$ cat src/rtl/jtpang_objdma.sv
// Object DMA: requests the Z80 bus, then copies 2^AW bytes from the CPU video bus
// into the object buffer, two cen cycles per byte, holding off while the bus is stolen.
module jtpang_objdma #(
    parameter int          AW       = 9,
    parameter logic [11:0] SRC_BASE = 12'h000
) (
    input  logic          clk,
    input  logic          rst_n,
    input  logic          cen,
    input  logic          dma_go,
    output logic          busrq_n,
    input  logic          busak_n,
    output logic          busy,
    output logic          done,
    output logic [11:0]   src_addr,
    output logic          src_rd,
    input  logic [7:0]    src_dout,
    output logic [AW-1:0] obj_addr,
    output logic [7:0]    obj_din,
    output logic          obj_we
);

    typedef enum logic [2:0] {
        IDLE = 3'd0,
        REQ  = 3'd1,
        ADDR = 3'd2,
        DATA = 3'd3,
        REL  = 3'd4
    } state_t;

    localparam logic [AW-1:0] LAST = {AW{1'b1}};

    state_t          state_q, state_d;
    logic [AW-1:0]   cnt_q, cnt_d;
    logic [AW-1:0]   obj_addr_q, obj_addr_d;
    logic [7:0]      obj_din_q, obj_din_d;
    logic            obj_we_q, obj_we_d;
    logic            done_q, done_d;
    logic            pend_q, pend_d;
    logic            go_q, go_d;
    logic            start;

    assign start = cen & dma_go & ~go_q;

    always_comb begin
        state_d    = state_q;
        cnt_d      = cnt_q;
        obj_addr_d = obj_addr_q;
        obj_din_d  = obj_din_q;
        obj_we_d   = 1'b0;
        done_d     = 1'b0;
        pend_d     = pend_q;
        go_d       = cen ? dma_go : go_q;

        if (start && state_q != IDLE) begin
            pend_d = 1'b1;
        end

        if (cen) begin
            case (state_q)
                IDLE: begin
                    if (start) state_d = REQ;
                end
                REQ: begin
                    if (!busak_n) begin
                        state_d = ADDR;
                        cnt_d   = '0;
                    end
                end
                ADDR: begin
                    if (!busak_n) state_d = DATA;
                end
                DATA: begin
                    // A withdrawn acknowledge freezes the byte in flight until the bus returns
                    if (!busak_n) begin
                        obj_din_d  = src_dout;
                        obj_addr_d = cnt_q;
                        obj_we_d   = 1'b1;
                        if (cnt_q == LAST) begin
                            state_d = REL;
                            done_d  = 1'b1;
                        end else begin
                            cnt_d   = cnt_q + 1'b1;
                            state_d = ADDR;
                        end
                    end
                end
                REL: begin
                    // A request landing on this same cycle still counts as pending
                    state_d = (pend_q || start) ? REQ : IDLE;
                    pend_d  = 1'b0;
                end
                default: state_d = IDLE;
            endcase
        end
    end

    always_ff @(posedge clk or negedge rst_n) begin
        if (!rst_n) begin
            state_q    <= IDLE;
            cnt_q      <= '0;
            obj_addr_q <= '0;
            obj_din_q  <= '0;
            obj_we_q   <= 1'b0;
            done_q     <= 1'b0;
            pend_q     <= 1'b0;
            go_q       <= 1'b0;
        end else begin
            state_q    <= state_d;
            cnt_q      <= cnt_d;
            obj_addr_q <= obj_addr_d;
            obj_din_q  <= obj_din_d;
            obj_we_q   <= obj_we_d;
            done_q     <= done_d;
            pend_q     <= pend_d;
            go_q       <= go_d;
        end
    end

    assign busrq_n  = !(state_q == REQ || state_q == ADDR || state_q == DATA);
    assign busy     = (state_q != IDLE);
    assign src_rd   = (state_q == ADDR);
    assign src_addr = SRC_BASE + 12'(cnt_q);
    assign obj_addr = obj_addr_q;
    assign obj_din  = obj_din_q;
    assign obj_we   = obj_we_q;
    assign done     = done_q;

endmodule
$ cat config.mk
export PLATFORM = sky130hd
export DESIGN_NAME = jtpang_objdma
export DESIGN_NICKNAME = d
export VERILOG_FILES = /design/src/rtl/jtpang_objdma.sv
export SDC_FILE = /design/constraint.sdc
export NUM_CORES = 1
export LEC_CHECK = 0
export ABC_CLOCK_PERIOD_IN_PS = 2300
export CAP_MARGIN = 20
export CORE_MARGIN = 2
export CORE_UTILIZATION = 47
export CTS_CLUSTER_DIAMETER = 60
export CTS_CLUSTER_SIZE = 25
export DETAILED_ROUTE_END_ITERATION = 10
export PLACE_DENSITY = 0.79
export SKIP_CTS_REPAIR_TIMING = 1
export SYNTH_ARGS = -nofsm -noshare
export SYNTH_HDL_FRONTEND = slang
export SYNTH_SLANG_ARGS = --single-unit
$ cat constraint.sdc
create_clock -name clk -period 2.3 [get_ports clk]
set_input_delay 0.23 -clock clk [delete_from_list [all_inputs] [get_ports clk]]
set_output_delay 0.23 -clock clk [all_outputs]
set_load 0.02 [all_outputs]
==> results.json <==
{
  "status": "completed",
  "cp-end-kind": "flop",
  "path_cells": "ha_1, nand3_1, nor2_1, ha_1, and4b_1, a41oi_1, a31oi_1",
  "place_congestion": 0.885,
  "synth-seq-cells": 33,
  "wl_per_cell_um": 15.3,
  "leakagePower_nw": 0.945,
  "synthTopCellsByArea": "dfrtp_1 50%, mux2_4 7.3%, mux2_2 6.9%, ha_1 2.3%, nor2b_1 1.9%",
  "setup_violations": 0,
  "dieHeight_um": 63.1,
  "synthXorXnorAreaFrac_pct": 0,
  "async_flop_share_pct": 100,
  "combPwrFrac_pct": 40.5,
  "rsz0062_at_grt": "no",
  "track_usage_pct": 19.1,
  "dp_cells": 218,
  "yosys.area.top_type": "dfrtp_1",
  "fin_cells": 226,
  "rows": 21,
  "final_hold_viol_count": 0,
  "slew_violations": 0,
  "cp_slowest_cell": "dfrtp_1",
  "first_pass_iters": 4,
  "synth_cell_types": 48,
  "cp.required_ps": 2510,
  "final.setup.tns_ps": 0,
  "seq_area_frac_synth_pct": 50.3,
  "r2r_cells": 7,
  "setup.worst_path.class": "reg2reg",
  "cts_tree": "yes",
  "antenna_found_initial": 0,
  "io_buffers": 43,
  "drive_gt1_share_pct": 17.8,
  "routed_wl_um": 3460,
  "synth_area_sq_um": 1640,
  "setup.worst_path.start": "cnt_q[0]",
  "crit_cells": 7,
  "fmax_ghz": 0.489,
  "synth_compound_area_share_pct": 12.0,
  "grt_pass1_vias": 1278,
  "cp.buffers_inverters": 0,
  "fin_nets": 195,
  "clk_path_buf_depth": 2,
  "dp_hpwl_um": 2450,
  "synth_top_family_by_area": "simple AND/OR/NAND/NOR gates",
  "p_clk_share_pct": 19.8,
  "yosysWarnings": 0,
  "drtIter0Drc": 52,
  "overflow": 0,
  "ys.flop_type": "dfrtp_1",
  "coreArea_sq_um": 3340,
  "vias_per_cell": 5.39,
  "final_common_cell": "clkdlybuf4s50_1",
  "critPathLaunchType": "flop",
  "synth-edff-count": 0,
  "numCtsBuffers": 5,
  "numClockSinks": 33,
  "min_path_type": "in2async",
  "initial_core_util_pct": 49.2,
  "synth-simple-area-share_pct": 15.2,
  "yosys.area_share.adder_pct": 2.28,
  "grt_pass1_wl_um": 6020,
  "worstPathMaxFanout": 11,
  "clk_pin_slew_ps": 90,
  "vias": 1219,
  "die_w_um": 63.1,
  "internal_power_mw": 1.50,
  "ir_drop_uv": 421,
  "ant_nets": 0,
  "drv_cap": 0,
  "ios": 47,
  "layout_common_cells": "43 x clkdlybuf4s50_1, 33 x dfrtp_1, 10 x mux2_2, 8 x mux2_4, 7 x nand2_1",
  "critPathMaxStageDelay_ps": 460,
  "r2r-start": "cnt_q[0]",
  "switching_share_pct": 33.1,
  "cp_common_cell": "ha_1",
  "area_growth_pct": 31.5,
  "grt_max_degree": 34,
  "critPathArrivalTime_ps": 2250,
  "die_area_sq_um": 3980,
  "synth_mux_area_share_pct": 14.2,
  "skew_ps": 5.20,
  "clock_latency_ps": 330,
  "cp_top_family": "adder cells",
  "powerDensity_nw_per_um2": 1040,
  "yosysTopAreaCellShare_pct": 50.3,
  "drc": 0,
  "pwr-share-seq_pct": 39.6,
  "antenna_cells": 0,
  "synth_cells": 135,
  "timing.final.crit_share_pct": 88.8,
  "htreeDepth": 2,
  "switchingPower_uw": 742,
  "root_buffer": "clkbuf_4",
  "fin_crit_ps": 2040,
  "nFillCells": 276,
  "avgSynthCellArea_sq_um": 12.2
}
==> power by group through the flow <==
stage / sequential [mW] / clock (mW) / combinational (mW)
CTS: 0.890 / 0.459 / 0.919
global route: 0.921 / 0.485 / 0.968
global placement: 0.883 / 0 / 0.900
finish: 0.888 / 0.445 / 0.907
detailed placement: 0.899 / 0 / 0.915
floorplan: 1.04 / 0 / 0.369
==> flip-flops by register name, summed over array words and instances, names as in the netlist <==
name and cells:
obj_din 8, done 1, obj_we 1, state_q 3, obj_addr 9, cnt_q 9, go_q 1, pend_q 1
==> layout make-up <==
cell class	instances	area, sq um	area share [%]
Clock buffer	7	55.1	2.55
Clock inverter	1	30.0	1.39
Inverter	3	11.3	0.521
Multi-Input combinational cell	90	728	33.7
Sequential cell	33	826	38.2
Tap cell	46	57.6	2.66
Timing Repair Buffer	46	453	21.0
==> cell usage after synthesis, types with 2 or more instances <==
library cell	n
clkbuf_1	4
a31oi_1	2
a41oi_1	3
o311ai_0	2
nand4b_1	2
and3_1	2
nand2_1	7
inv_1	3
and2_1	2
mux2_4	8
a21oi_1	3
nor2_1	3
dfrtp_1	33
ha_1	3
buf_4	3
a21o_1	3
o21ai_0	4
nor2b_1	5
mux2_2	10
nand3_1	4
buf_6	2
==> routing by layer <==
metal | routed length (um) | global-route usage, % | share of wire, % | up-vias
met5 | 0 | 0 | 0 | -
met4 | 61 | 7.22 | 1.8 | 0
met3 | 202 | 5.54 | 5.8 | 8
met2 | 1740 | 31.8 | 50 | 40
met1 | 1460 | 23.6 | 42 | 593
li1 | - | - | - | 578
==> cells by family (layout without fill, tap and decap cells) <==
family          count (synthesis)  after routing
compound gates                 27             27
fa+ha+maj                       3              3
buf+inv                        14             57
flops                          33             33
mux                            18             18
other cells                     1              3
simple gates                   39             39
==> final timing paths <==
path                       slack, ps           to
max in group asynchronous       1700         go_q
max                              260     cnt_q[5]
min reg2reg                      510  obj_addr[4]
min                              290  obj_addr[3]
min in group clk                 510   obj_din[7]
max reg2reg                      260     cnt_q[5]
==> per-stage QoR <==
step                      power (mW)  setup WS [ps]  utilization [%]  hold WS [ps]  area, sq um
after floorplan                 1.41            305                -         -65.6         1650
after global placement          1.78            359             62.2           490         2080
after detailed placement        1.81            282             62.2           495         2080
after CTS                       2.27            255             64.8           294         2160
after global routing            2.37           69.0             64.8           330         2160
final                           2.24            256             64.8           294         2160
No activity file was read; power rests on OpenSTA's default activity.
